$ cat config.mk
export PLATFORM = sky130hd
export DESIGN_NAME = traffic_sensor_conditioner_flat
export DESIGN_NICKNAME = d
export VERILOG_FILES = /design/src/rtl/traffic_sensor_conditioner_if.sv /design/src/rtl/traffic_sensor_conditioner.sv /design/src/flat_wrapper.sv
export SDC_FILE = /design/constraint.sdc
export NUM_CORES = 1
export LEC_CHECK = 0
export CORE_AREA = 5 5 131 108
export DETAILED_ROUTE_END_ITERATION = 8
export DIE_AREA = 0 0 136 113
export HOLD_SLACK_MARGIN = 0.06
export SLEW_MARGIN = 20
export SYNTH_ARGS = -nofsm -noshare
export SYNTH_HDL_FRONTEND = slang
export SYNTH_SLANG_ARGS = --single-unit
$ cat constraint.sdc
create_clock -name clk -period 3.9 [get_ports clk]
set_input_delay 0.78 -clock clk [delete_from_list [all_inputs] [get_ports clk]]
set_output_delay 0.78 -clock clk [all_outputs]
set_load 0.01 [all_outputs]
$ cat src/rtl/traffic_sensor_conditioner_if.sv
// Bundle of detector inputs, counter clear and conditioned outputs shared
// between the sensor front end (slave) and whoever drives/observes it (master).
interface traffic_sensor_conditioner_if;
    logic       sa_raw;
    logic       sb_raw;
    logic       cnt_clr;
    logic       Ta;
    logic       Tb;
    logic       fault_a;
    logic       fault_b;
    logic [7:0] veh_cnt_a;
    logic [7:0] veh_cnt_b;

    modport master (
        output sa_raw, sb_raw, cnt_clr,
        input  Ta, Tb, fault_a, fault_b, veh_cnt_a, veh_cnt_b
    );

    modport slave (
        input  sa_raw, sb_raw, cnt_clr,
        output Ta, Tb, fault_a, fault_b, veh_cnt_a, veh_cnt_b
    );
endinterface

$ cat src/rtl/traffic_sensor_conditioner.sv
// Per-street loop-detector conditioning: sync, debounce, gap hold, stuck masking.
// Define SENSOR_COUNT_EN to build the saturating per-street vehicle counters.
module traffic_sensor_conditioner #(
    parameter int DEB_CYCLES   = 4,
    parameter int HOLD_CYCLES  = 6,
    parameter int STUCK_CYCLES = 1000,
    parameter int CNT_W        = 16
) (
    input  logic                         clk,
    input  logic                         reset,
    traffic_sensor_conditioner_if.slave  bus
);

    typedef enum logic [1:0] {
        IDLE    = 2'd0,
        QUAL    = 2'd1,
        PRESENT = 2'd2,
        GAP     = 2'd3
    } state_t;

    localparam logic [CNT_W-1:0] L_DEB_M1   = CNT_W'(DEB_CYCLES - 1);
    localparam logic [CNT_W-1:0] L_HOLD_M1  = CNT_W'(HOLD_CYCLES - 1);
    localparam logic [CNT_W-1:0] L_STUCK    = CNT_W'(STUCK_CYCLES);
    localparam logic [CNT_W-1:0] L_STUCK_M1 = CNT_W'(STUCK_CYCLES - 1);

    logic [1:0] w_raw;
    logic [1:0] w_t;
    logic [1:0] w_fault;
    logic [7:0] w_cnt [2];

    assign w_raw = {bus.sb_raw, bus.sa_raw};

    genvar gi;
    generate
        for (gi = 0; gi < 2; gi++) begin : g_chan
            logic             r_sync1;
            logic             r_s;
            state_t           r_state;
            logic [CNT_W-1:0] r_tmr;
            logic [CNT_W-1:0] r_stuck;
            logic             r_t;
            logic             r_fault;
            logic             w_occupied;
            logic             w_fault_hit;
            logic             w_fault_now;
            logic             w_enter;

            assign w_occupied  = (r_state == PRESENT) || (r_state == GAP);
            assign w_fault_hit = w_occupied && (r_stuck == L_STUCK_M1);
            // T is masked on the very edge the fault sets, not one cycle later.
            assign w_fault_now = r_fault || w_fault_hit;
            assign w_enter     = r_s && (((r_state == IDLE) && (DEB_CYCLES == 1)) ||
                                         ((r_state == QUAL) && (r_tmr == L_DEB_M1)));

            always_ff @(posedge clk) begin
                if (!reset) begin
                    r_sync1 <= 1'b0;
                    r_s     <= 1'b0;
                    r_state <= IDLE;
                    r_tmr   <= '0;
                    r_stuck <= '0;
                    r_t     <= 1'b0;
                    r_fault <= 1'b0;
                end else begin
                    r_sync1 <= w_raw[gi];
                    r_s     <= r_sync1;

                    if (!w_occupied) begin
                        r_stuck <= '0;
                    end else if (r_stuck != L_STUCK) begin
                        r_stuck <= r_stuck + CNT_W'(1);
                    end
                    if (w_fault_hit) begin
                        r_fault <= 1'b1;
                    end

                    case (r_state)
                        IDLE: begin
                            r_t <= 1'b0;
                            if (r_s) begin
                                if (DEB_CYCLES == 1) begin
                                    r_state <= PRESENT;
                                    r_t     <= ~w_fault_now;
                                end else begin
                                    r_state <= QUAL;
                                    r_tmr   <= CNT_W'(1);
                                end
                            end
                        end
                        QUAL: begin
                            r_t <= 1'b0;
                            if (!r_s) begin
                                r_state <= IDLE;
                                r_tmr   <= '0;
                            end else if (r_tmr == L_DEB_M1) begin
                                r_state <= PRESENT;
                                r_t     <= ~w_fault_now;
                            end else begin
                                r_tmr <= r_tmr + CNT_W'(1);
                            end
                        end
                        PRESENT: begin
                            r_t <= ~w_fault_now;
                            if (!r_s) begin
                                if (HOLD_CYCLES == 1) begin
                                    r_state <= IDLE;
                                    r_t     <= 1'b0;
                                end else begin
                                    r_state <= GAP;
                                    r_tmr   <= CNT_W'(1);
                                end
                            end
                        end
                        GAP: begin
                            r_t <= ~w_fault_now;
                            if (r_s) begin
                                r_state <= PRESENT;
                            end else if (r_tmr == L_HOLD_M1) begin
                                r_state <= IDLE;
                                r_t     <= 1'b0;
                            end else begin
                                r_tmr <= r_tmr + CNT_W'(1);
                            end
                        end
                        default: begin
                            r_state <= IDLE;
                            r_t     <= 1'b0;
                        end
                    endcase
                end
            end

            assign w_t[gi]     = r_t;
            assign w_fault[gi] = r_fault;

`ifdef SENSOR_COUNT_EN
            logic [7:0] r_cnt;

            // Clear wins over a same-cycle arrival; GAP re-triggers never count.
            always_ff @(posedge clk) begin
                if (!reset) begin
                    r_cnt <= 8'd0;
                end else if (bus.cnt_clr) begin
                    r_cnt <= 8'd0;
                end else if (w_enter && (r_cnt != 8'hFF)) begin
                    r_cnt <= r_cnt + 8'd1;
                end
            end

            assign w_cnt[gi] = r_cnt;
`else
            logic w_unused_enter;
            assign w_unused_enter = w_enter;
            assign w_cnt[gi]      = 8'd0;
`endif
        end
    endgenerate

`ifndef SENSOR_COUNT_EN
    logic w_unused_cnt_clr;
    assign w_unused_cnt_clr = bus.cnt_clr;
`endif

    assign bus.Ta        = w_t[0];
    assign bus.Tb        = w_t[1];
    assign bus.fault_a   = w_fault[0];
    assign bus.fault_b   = w_fault[1];
    assign bus.veh_cnt_a = w_cnt[0];
    assign bus.veh_cnt_b = w_cnt[1];

endmodule

$ cat src/flat_wrapper.sv
// flat-port wrapper written by rule: the top's interface ports become plain ports
module traffic_sensor_conditioner_flat 
#(
    parameter int DEB_CYCLES   = 4,
    parameter int HOLD_CYCLES  = 6,
    parameter int STUCK_CYCLES = 1000,
    parameter int CNT_W        = 16
)
  (clk, reset, bus_sa_raw, bus_sb_raw, bus_cnt_clr, bus_Ta, bus_Tb, bus_fault_a, bus_fault_b, bus_veh_cnt_a, bus_veh_cnt_b);
  traffic_sensor_conditioner_if bus_i ();
  input  logic clk;
  input  logic reset;
  input wire logic [$bits(bus_i.sa_raw)-1:0] bus_sa_raw;
  input wire logic [$bits(bus_i.sb_raw)-1:0] bus_sb_raw;
  input wire logic [$bits(bus_i.cnt_clr)-1:0] bus_cnt_clr;
  output wire logic [$bits(bus_i.Ta)-1:0] bus_Ta;
  output wire logic [$bits(bus_i.Tb)-1:0] bus_Tb;
  output wire logic [$bits(bus_i.fault_a)-1:0] bus_fault_a;
  output wire logic [$bits(bus_i.fault_b)-1:0] bus_fault_b;
  output wire logic [$bits(bus_i.veh_cnt_a)-1:0] bus_veh_cnt_a;
  output wire logic [$bits(bus_i.veh_cnt_b)-1:0] bus_veh_cnt_b;
  assign bus_i.sa_raw = bus_sa_raw;
  assign bus_i.sb_raw = bus_sb_raw;
  assign bus_i.cnt_clr = bus_cnt_clr;
  assign bus_Ta = bus_i.Ta;
  assign bus_Tb = bus_i.Tb;
  assign bus_fault_a = bus_i.fault_a;
  assign bus_fault_b = bus_i.fault_b;
  assign bus_veh_cnt_a = bus_i.veh_cnt_a;
  assign bus_veh_cnt_b = bus_i.veh_cnt_b;
  traffic_sensor_conditioner #(.DEB_CYCLES(DEB_CYCLES), .HOLD_CYCLES(HOLD_CYCLES), .STUCK_CYCLES(STUCK_CYCLES), .CNT_W(CNT_W)) u_core (.clk(clk), .reset(reset), .bus(bus_i));
endmodule
# Yosys cells after proc, flatten, opt, wreduce, memory -nomap -nowiden
# Cells that the tools add are included.
[word_totals] ff_bits=76 input_bits=5 word_cells=100 out_inout_bits=20 latch_bits=0 memories=0 romBits=0 mem_bits_rw=0
[op_classes] shifts=0 n_lt_le_gt_ge=0 reduce_logical=14 bitwise_logic=2 div_mod_pow=0 n_mux=38 n_eq_ne=28 n_mul=0 addsub=4
[ops] op="two-way mux 16 bit" count=12
[ops] op="one-hot mux 16 bit (4 select lines)" count=2
[ops] op="adder 16 x 1 -> 16 bit, second input constant" count=4
[ops] op="equality test 16 x 10 -> 1 bit, second input constant" count=2
[ops] op="equality test 16 x 2 -> 1 bit, second input constant" count=2
[ops] op="equality test 16 x 3 -> 1 bit, second input constant" count=2
[ops] op="!= test 16 x 10 -> 1 bit, second input constant" count=2
[ops] op="two-way mux 2 bit" count=12
[ops] op="one-hot mux 2 bit (4 select lines)" count=2
[ops] op="!= test 2 bit, second input constant" count=6
[ops] op="!= test 3 bit, second input constant" count=4
[ops] op="AND reduction 5 bit" count=2
[ops] op="equality test 2 bit, second input constant" count=4
[ops] op="two-way mux 1 bit" count=8
[ops] op="one-hot mux 1 bit (4 select lines)" count=2
[ops] op="AND reduction 4 bit" count=2
[ops] op="!= test 3 x 2 -> 1 bit, second input constant" count=2
[ops] op="equality test 2 x 1 -> 1 bit, second input constant" count=2
[ops] op="zero test 2 bit" count=2
[ops] op="logical OR 1 bit" count=4
[ops] op="!= test 2 x 1 -> 1 bit, second input constant" count=2
[ops] op="AND reduction 2 bit" count=2
[ops] op="logical AND 1 bit" count=2
[ops] op="NOT 1 bit" count=2

# Logic depth before layout (Yosys ltp)
# Gate-level depths: netlist of run 1.
[depth] ltp_word=8 mapped_depth=8 depth_no_buf=7

# Worst setup path before layout of run 1
# No wires, ideal clock.
[synth_timing] kind="register to register" start="reg u_core.g_chan[1].r_tmr[10]" end="reg u_core.g_chan[1].r_tmr[3]" required_ps=3785 arrival_time_ps=1899 path_stages_with_launch=7 path_slack_ps=1886 n_path_buf=1 setup_time_ps=115 period_less_slack_ps=2014 path_cell_list="dfxtp_1 or4_4 or4_4 a21oi_2 buf_6 xnor2_1 nor2_2"
[synth_via] elab_chain_cells=3 elab_cells_between_ends=5 cone_classes="eq/ne: 4; reduce/logical: 1"
[synth_lines] element="from (decl)" line_no="traffic_sensor_conditioner.sv:39" source="logic [CNT_W-1:0] r_tmr;"
[synth_lines] element="from (signal assigned)" line_no="traffic_sensor_conditioner.sv:99" source="r_tmr <= r_tmr + CNT_W'(1);"
[synth_lines] element="from (signal assigned)" line_no="traffic_sensor_conditioner.sv:122" source="r_tmr <= r_tmr + CNT_W'(1);"
[synth_lines] element="equality test 16 x 2 -> 1 bit or equality test 16 x 3 -> 1 bit (tied branches)"
[synth_lines] element="!= test 3 bit (no source line) or != test 2 bit (tied branches)"
[synth_lines] element="AND reduction 5 bit (no source line) (*)"
# Every way passes the cells marked *; elsewhere a longest branch is shown, timed or not.
# A chain may end at the register's enable or synchronous reset.

# Final worst setup path of run 1
[layout_timing] start="reg u_core.g_chan[1].r_tmr[10]" end="reg u_core.g_chan[1].r_tmr[11]"
[layout_via] elab_chain_cells=4 elab_cells_between_ends=11 cone_classes="add/sub: 1; eq/ne: 4; mux: 5; reduce/logical: 1"
[layout_lines] element="adder 16 x 1 -> 16 bit" line_no="traffic_sensor_conditioner.sv:99, traffic_sensor_conditioner.sv:122"
[layout_lines] element="two-way mux 16 bit, on equally long branches" line_no="traffic_sensor_conditioner.sv:118, traffic_sensor_conditioner.sv:95"
[layout_lines] element="two-way mux 16 bit, on equally long branches" line_no="traffic_sensor_conditioner.sv:116, traffic_sensor_conditioner.sv:92"
[layout_lines] element="one-hot mux 16 bit (4 select lines)" line_no="traffic_sensor_conditioner.sv:77" source="case (r_state)"
# Several ways; a longest one is shown, not always the timed one. The select of a mux whose other input is x is not followed.

==> flow_summary.ini, run 1 <==
[status]
status = finished clean

[cells_and_area]
area_growth_pct = 12.9
n_antenna_cell = 0
multiInputGateArea_um2 = 2010
drive_gt1_frac = 0.0871
fillers = 1339
finish.utilization = 0.334
nNetsFinal = 456
fin_area_um2 = 4230
seqCellArea_um2 = 1520

[cts]
htree_num_levels = 3
path_clk_slew_ns = 0.06
numCtsBuffers = 9
cts.sinks = 76
post_cts_buffers = 0
worstSkewPairLatency_ns = 0.33
cts_buffer_depth = 2
ctsRootBufferMaster = clkbuf_16
cts_tree = built
ctsResizeCount = 0
hold_buffers = 0

[setup_path]
path_max_fanout = 13
cp_cell_sequence = or4_4 > or4_4 > a21oi_2 > or3_2 > a21oi_2
r2r_end = u_core.g_chan[1].r_tmr[11]
critPathBufInv = 0
slowest_stage = or4_4
critPathLaunchType = register
critPathLaunch = u_core.g_chan[1].r_tmr[10]
r2r_start = u_core.g_chan[1].r_tmr[10]
cp.arrival_ns = 2.57
critical_path_class = reg2reg
crit_family = simple AND/OR/NAND/NOR gates
critPathCaptureType = register
required_ns = 4.11
r2r_slack_ns = 1.53
r2r_cells = 5
max_stage_delay_ns = 0.57

[timing]
finalWorstPathRequiredPeriod_ns = 2.37
clock_skew_ns = 0.00955
tightest_slew_ns = 0.571
tns_ns = 0
fmax_mhz = 423
finalSetupViolCount = 0
fin_crit_sh = 0.607
rsz0062_at_grt = false
slew_headroom = 0.618
hold_viol = 0
slew_viol_final = 0

[synth]
async_flop_share = 0
seq_area_frac_synth = 0.407
syn_area_per_cell_um2 = 8.54
synth_edf_count = 0
ys_types = 54
synthCells = 438
synth_seq_cells = 76
yosys_warnings = 0
synth_ff_type = dfxtp_1
syn_area_um2 = 3740

[placement]
gp_congestion = 0.760
dpl.hpwl_mm = 4.76
placed_area_um2 = 3900
io_buffers = 7

[detailed_routing]
drt-initial-drc-count = 120
drc = 0
ant_nets = 0
via_count = 2908
dr.pass1.iters = 4
wl_per_cell_um = 11.1
via_per_inst = 4.67
drt-total-wl_mm = 6.90

[min_path]
hp-start = u_core.g_chan[0].r_sync1
min_path_cells = 1
min_to = u_core.g_chan[0].r_s
hp-class = reg2reg

[global_routing]
grt_pass1_wl_mm = 12.3
grt_max_degree = 18
antenna_found_initial = 0
gr-total-overflow = 0
grt.total_usage = 0.0944
first_global_vias = 2763

[power]
power.density_nw_per_um2 = 410
ir_worst_vdd_mv = 0.235
p_leak_uw = 0.00137
power_uw = 1730

[flow_run]
maxCapViolations = 0

[die]
rows = 37
die_w_um = 136
dieArea_um2 = 15400
fp.dieH_um = 113
start_util = 0.296
core_area_um2 = 12600
ioPinCount = 25
## how the worst max path moves through the flow
| stage | end | slack, ns | depth (start not counted) |
|---|---|---|---|
| 5_1_grt | u_core.g_chan[1].r_tmr[15] | 1.38 | 5 |
| 6_report | u_core.g_chan[1].r_tmr[11] | 1.53 | 5 |
| 4_1_cts | u_core.g_chan[1].r_tmr[15] | 1.51 | 5 |
| 3_3_place_gp | u_core.g_chan[0].r_tmr[4] | 1.35 | 4 |
| 2_1_floorplan | u_core.g_chan[1].r_tmr[3] | 1.89 | 6 |
| 3_5_place_dp | u_core.g_chan[0].r_tmr[4] | 1.33 | 4 |
## per-stage QoR
step                      std cells  hold WS (ns)  setup WS (ns)
final                           623         0.434           1.53
after global placement          607         0.418           1.35
after global routing            623         0.458           1.38
after CTS                       623         0.436           1.51
after floorplan                 453         0.412           1.89
after detailed placement        607         0.422           1.33
## registers in the layout, summed over array words and instances (netlist names), named ones only
register and flops:
u_core.bus.fault_a 1, u_core.g_chan.r_sync1 2, u_core.bus.Ta 1, u_core.g_chan.r_tmr 32, u_core.g_chan.r_state 2, u_core.bus.Tb 1, u_core.g_chan.r_s 2, u_core.g_chan.r_stuck 32
u_core.bus.fault_b 1
## cell families (layout without fill, tap and decap cells)
kind of cell    count (synthesis)  in the layout  synth area share
mux                             4              4            0.0110
fa+ha+maj                       8              8            0.0267
compound gates                 62             62             0.104
other cells                     1             16           0.00100
buf+inv                        46             41            0.0709
simple gates                  201            201             0.287
flops                          76             76             0.407
xor+xnor                       40             40            0.0936
## cells in the mapped netlist, drive strengths merged, types with 11 or more instances
master	count	area [um2]
a21oi	25	148
buf	19	144
clkbuf	11	61.3
dfxtp	76	1520
inv	16	60.1
nand2	28	105
nand3	24	120
nor2	59	224
o21ai	19	95.1
or3	15	103
xnor2	18	158
xor2	22	193
## worst register-to-register path, delay by kind of cell (launching register included)
family           cells  cell delay (ns)
AO/OA/AOI/OAI        2             0.54
flip-flops           1             0.34
AND/OR/NAND/NOR      3             1.36
## per-layer routing
layer | vias up | routed length (um) | track usage | part of all wire
li1 | 1505 | - | - | -
met1 | 1361 | 3540 | 0.125 | 0.51
met5 | - | 0 | 0 | 0
met3 | 9 | 225 | 0.0227 | 0.033
met4 | 0 | 105 | 0.0376 | 0.015
met2 | 33 | 3030 | 0.148 | 0.44
## cell usage in the layout (no fill, tap or decap), drive strengths merged, types with 4 or more instances in the layout
master and n:
clkbuf 13, nor2 59, inv 16, a21oi 25
xnor2 18, nor4 8, and2 7, conb 16
nor3 9, or3 15, xor2 22, or4 7
and3 10, and4 5, nand4 10, nand3 24
ha 8, dfxtp 76, nand2b 4, nand2 28
o21ai 19, clkdlybuf4s50 7
## final cells by class
type / count / share of cell area
inverters: 16 / 0.0142
clock inverters: 3 / 0.0163
multi-input cells: 331 / 0.476
clock buffers: 13 / 0.0616
flip-flops and latches: 76 / 0.360
repair buffers: 9 / 0.0201
well taps: 175 / 0.0518
## power by group
part           internal, uW  switching [uW]
Combinational          13.9            26.5
Clock                   597             308
Sequential              781            6.58
No activity file was read; power rests on OpenSTA's default activity.
==> run 2: changes to the inputs <==
- clock period: 3.9 -> 2.1 ns (I/O delays scaled with it)
==> run 2 against run 1 <==
Effect of this change: critical path depth rose by 1; global-route usage increased by 0.54 points; clock-buffer cell count shrank 4; total power increased by 85%; setup slack worse by 1.5 ns; via count is 4.4% higher; clock skew down 0.0043 ns; final cell count grew 4.2%; hold slack lost 0.00085 ns; non-clock buffer count rose by 26.
==> flow_summary.ini, run 2 (synthesis results as in run 1) <==
[status]
status = finished clean

[power]
ir_worst_vdd_mv = 0.395
power.density_nw_per_um2 = 719
p_leak_uw = 0.00151
power_uw = 3210

[timing]
hold_viol = 0
finalSetupViolCount = 0
rsz0062_at_grt = true
slew_headroom = 0.618
tightest_slew_ns = 0.571
slew_viol_final = 0
fin_crit_sh = 0.989
tns_ns = 0
clock_skew_ns = 0.00523
fmax_mhz = 481
finalWorstPathRequiredPeriod_ns = 2.08

[detailed_routing]
dr.pass1.iters = 4
drt-total-wl_mm = 7.44
wl_per_cell_um = 11.5
drc = 0
ant_nets = 0
via_count = 3035
drt-initial-drc-count = 77
via_per_inst = 4.68

[global_routing]
grt.total_usage = 0.0998
gr-total-overflow = 0
grt_max_degree = 17
first_global_vias = 2856
grt_pass1_wl_mm = 12.7
antenna_found_initial = 0

[die]
fp.dieH_um = 113
ioPinCount = 25
die_w_um = 136
dieArea_um2 = 15400
start_util = 0.296
rows = 37
core_area_um2 = 12600

[cells_and_area]
nNetsFinal = 482
seqCellArea_um2 = 1520
fillers = 1275
final_common_cell = dfxtp_1
multiInputGateArea_um2 = 2050
top_regs = u_core.g_chan.r_stuck x32, u_core.g_chan.r_tmr x32
n_antenna_cell = 0
finish.utilization = 0.354
final_cell_mix = dfxtp_1, nor2_1, nand2_1, buf_4, nand3_1
drive_gt1_frac = 0.158
area_growth_pct = 19.5

[setup_path]
required_ns = 2.31
max_stage_delay_ns = 0.60
r2r_slack_ns = 0.02
path_max_fanout = 6
critPathCaptureType = register
slowest_stage = or4_4
critPathLaunchType = register
cp.arrival_ns = 2.29
timing.critical_path.mode_cell = or4_4
critical_path_class = reg2reg
critPathBufInv = 1
crit_family = simple AND/OR/NAND/NOR gates
cp_cell_sequence = or4_4 > or4_4 > a21oi_4 > buf_6 > or3_1 > a21oi_1

[cts]
worstSkewPairLatency_ns = 0.33
cts_tree = built
numCtsBuffers = 9
post_cts_buffers = 0
path_clk_slew_ns = 0.06
cts.sinks = 76
htree_num_levels = 3
cts_buffer_depth = 2
hold_buffers = 0
ctsRootBufferMaster = clkbuf_16

[placement]
io_buffers = 7
dpl.hpwl_mm = 5.13
gp_congestion = 0.778

[min_path]
hp-class = reg2reg

[flow_run]
maxCapViolations = 0
==> run 2: path summary, 6_finish.rpt <==
kind,startpoint,endpoint,depth (start not counted)
setup / recovery,u_core.g_chan[1].r_tmr[11],u_core.g_chan[1].r_tmr[12],6
hold / removal,u_core.g_chan[0].r_sync1,u_core.g_chan[0].r_s,1
setup reg to reg,u_core.g_chan[1].r_tmr[11],u_core.g_chan[1].r_tmr[12],6
hold reg to reg,u_core.g_chan[0].r_sync1,u_core.g_chan[0].r_s,1
==> run 2: timing repair <==
| action | CTS | global route |
|---|---|---|
| resized for setup | 0 | 15 |
| hold endpoints to repair | 0 | 0 |
| endpoints found under the setup margin | 0 | 16 |
==> run 2: through the flow <==
| stage | setup slack (ns) | instance area [um2] | instances | hold WS [ns] |
|---|---|---|---|---|
| after floorplan | 0.0863 | 3800 | 453 | 0.412 |
| after global placement | 0.0665 | 4090 | 632 | 0.422 |
| after detailed placement | 0.0298 | 4090 | 632 | 0.420 |
| after CTS | 0.0103 | 4410 | 648 | 0.435 |
| after global routing | -0.0351 | 4470 | 649 | 0.455 |
| final | 0.0231 | 4470 | 649 | 0.433 |
==> run 2: final cells by class <==
class                   count  share of cell area
inverters                  16              0.0134
multi-input cells         331               0.459
flip-flops and latches     76               0.341
well taps                 175              0.0490
repair buffers             35              0.0652
clock inverters             7              0.0218
clock buffers               9              0.0504
==> run 2: per-layer routing <==
layer | vias to the layer above | GRT usage | routed length [um]
met5 | - | 0 | 0
met4 | 0 | 0.0437 | 152
met3 | 17 | 0.0244 | 208
met2 | 37 | 0.153 | 3360
met1 | 1422 | 0.133 | 3720
li1 | 1559 | - | -
==> run 2: power breakdown <==
part	switching, uW	internal [uW]
Clock	620	1050
Sequential	9.40	1450
Combinational	55.2	33.2
Total	684	2530
==> RTL change (config.mk and constraints of run 2) <==
Put a register stage on the output `bus.fault_b`. The value now appears one clock later.
--- a/src/rtl/traffic_sensor_conditioner.sv
+++ b/src/rtl/traffic_sensor_conditioner.sv
@@ -165,5 +165,7 @@
     assign bus.Tb        = w_t[1];
     assign bus.fault_a   = w_fault[0];
-    assign bus.fault_b   = w_fault[1];
+    always_ff @(posedge clk) begin
+        bus.fault_b <= w_fault[1];
+    end
     assign bus.veh_cnt_a = w_cnt[0];
     assign bus.veh_cnt_b = w_cnt[1];
Formal check against the unedited RTL: same outputs for any inputs over 10 cycles, from zero or initial values and one cycle with reset low; that may be too few to reach the edited logic, so the function may still have changed.
==> RTL change against run 2 <==
- sequential cell count is 1 higher
- wire length is 2.4% lower
- synthesized area is 0.53% higher
- worst setup slack better by 0.0094 ns
- sequential share of layout area is 0.44 points higher
- first-iteration DRC count is 90% higher
- power is 3.5% higher
- non-clock buffer count is 2 lower
- cell area hardly changed
- largest cell class unchanged
- highest routed layer unchanged
==> RTL change: results (changes against run 2) <==
final WL: 7260 um (-2.4%)
Port Buf Inserts: 7 (unchanged)
Setup Skew: 0.00258 ns (-0.00265 ns)
Clock Path Buffers: 2 (unchanged)
Synth area leaders: dfxtp_1, nor2_1, xor2_1, xnor2_1, buf_4
wire length per cell: 11.2 um (-2.3%)
Worst R2R Path Depth: 6 (unchanged)
Hold Path Class: register to register
1st-pass router iterations: 4 (unchanged)
antenna fix cells: 0 (unchanged)
nets@finish: 481 (-0.21%)
DP Area: 0.00411 sq mm (+0.61%)
FILL cells: 1294 (+1.5%)
number of synthesis warnings: 0 (unchanged)
Synth async-reset ratio: 0% (unchanged)
share of cells above drive strength 1: 14.6% (-1.2 points)
largest net degree at the start of global routing: 17 (unchanged)
GPL Wtd Cong: 0.789 (+1.5%)
fmax: 484 MHz (+0.45%)
initial antenna violation count: 0 (unchanged)
post_cts resized: 0 (unchanged)
Initial DRC Count: 146 (+90%)
Post-synth top cells: dfxtp_1, nor2_1, nand2_1
critical path endpoint: u_core.g_chan[1].r_tmr[3]$_SDFFE_PN0P_
vias in the first global route: 2817 (-1.4%)
Num CTS Buffers: 9 (unchanged)
Hold Path Cell Cnt: 0 (-1)
crit-path max cell delay: 0.58 ns (-0.02 ns)
reg2reg start: u_core.g_chan[1].r_tmr[10]$_SDFFE_PN0P_
VDD IR max: 0.000378 V (-4.2%)
hold wc startpoint: u_core.g_chan[1].r_fault$_SDFFE_PN0P_
worst flop-to-flop path endpoint: u_core.g_chan[1].r_tmr[3]$_SDFFE_PN0P_
worst setup path category: register to register
Largest regs: u_core.g_chan.r_stuck: 32 flops, u_core.g_chan.r_tmr: 32 flops
worst-skew pair later-pin latency: 0.33 ns (about the same)
GR Util All Layers: 9.87% (-0.11 points)
leakage: 1.51 nW (+0.39%)
post-synthesis cell type count: 54 (unchanged)
DP Cell Count: 632 (unchanged)
pre-CTS setup slack: 0.0180 ns (-0.0118 ns)
Setup Buffers After CTS: 0 (unchanged)
status: finished clean
register area share after synthesis: 41.0% (+0.32 points)
Most used DFF post-synth: dfxtp_1
first-pass GRT wire length: 12600 um (-1.1%)
clk root buf: clkbuf_16
worst reg2reg setup slack: 0.03 ns
Clock Pin Slew Worst Setup and Hold Paths: 0.06 ns (about the same)
CP max-delay cell: or4_4
HPWL after DPL: 5200 um (+1.4%)
Hold Crit Endpoint: u_core.bus.fault_b$_DFF_P_
vias: 3040 (+0.16%)
Hold Slack: 0.352 ns (-0.0812 ns)
Critical Path Fanout Max: 13 (+7)
gate count after technology mapping: 439 (+0.23%)
Worst Path Arrival: 2.29 ns (about the same)
Max-slew headroom: 64.1% (+2.3 points)
Max H-tree Level: 3 (unchanged)
-- RTL change: stage by stage --
stage	power, W	TNS (ns)
floorplan	0.00159	0
finish	0.00333	0
global route	0.00345	-0.263
detailed placement	0.00160	0
global placement	0.00160	0
CTS	0.00338	0
-- RTL change: layer usage --
layer	vias to the layer above	global-route usage [%]	part of all wire (%)
met5	-	0	0
met4	0	5.17	2.1
met3	10	2.31	3.4
met2	40	15.1	45
met1	1435	12.9	50
li1	1555	-	-
-- RTL change: layout make-up --
cell class	instances	area, sq um	area share (%)
multi-input combinational	331	2030	45.4
tap	175	219	4.90
clock buffer	10	229	5.12
inverter	16	60.1	1.34
sequential	77	1540	34.5
timing repair buffer	33	278	6.21
clock inverter	6	111	2.49
-- RTL change: power by group --
group / switching, W / internal (W)
sequential: 0.00000958 / 0.00147
clock: 0.000595 / 0.00116
combinational: 0.0000570 / 0.0000355
-- RTL change: cells by family after synthesis --
logic type               after synthesis  share of synthesized area [%]
other                                  1                         0.0997
adder cells (fa/ha/maj)                8                           2.66
multiplexers                           4                           1.10
AND/OR/NAND/NOR                      201                           28.5
buffers and inverters                 46                           7.05
AO/OA/AOI/OAI                         62                           10.3
XOR/XNOR                              40                           9.31
flip-flops                            77                           41.0
-- RTL change: critical path: cells and delay by family (launching register included) --
family / cells / cell delay (ns)
and+or+nand+nor: 3 / 1.19
DFF: 1 / 0.31
AOI/OAI and AO/OA: 1 / 0.19
buffers and inverters: 1 / 0.15
xor gates and xnor gates: 1 / 0.13
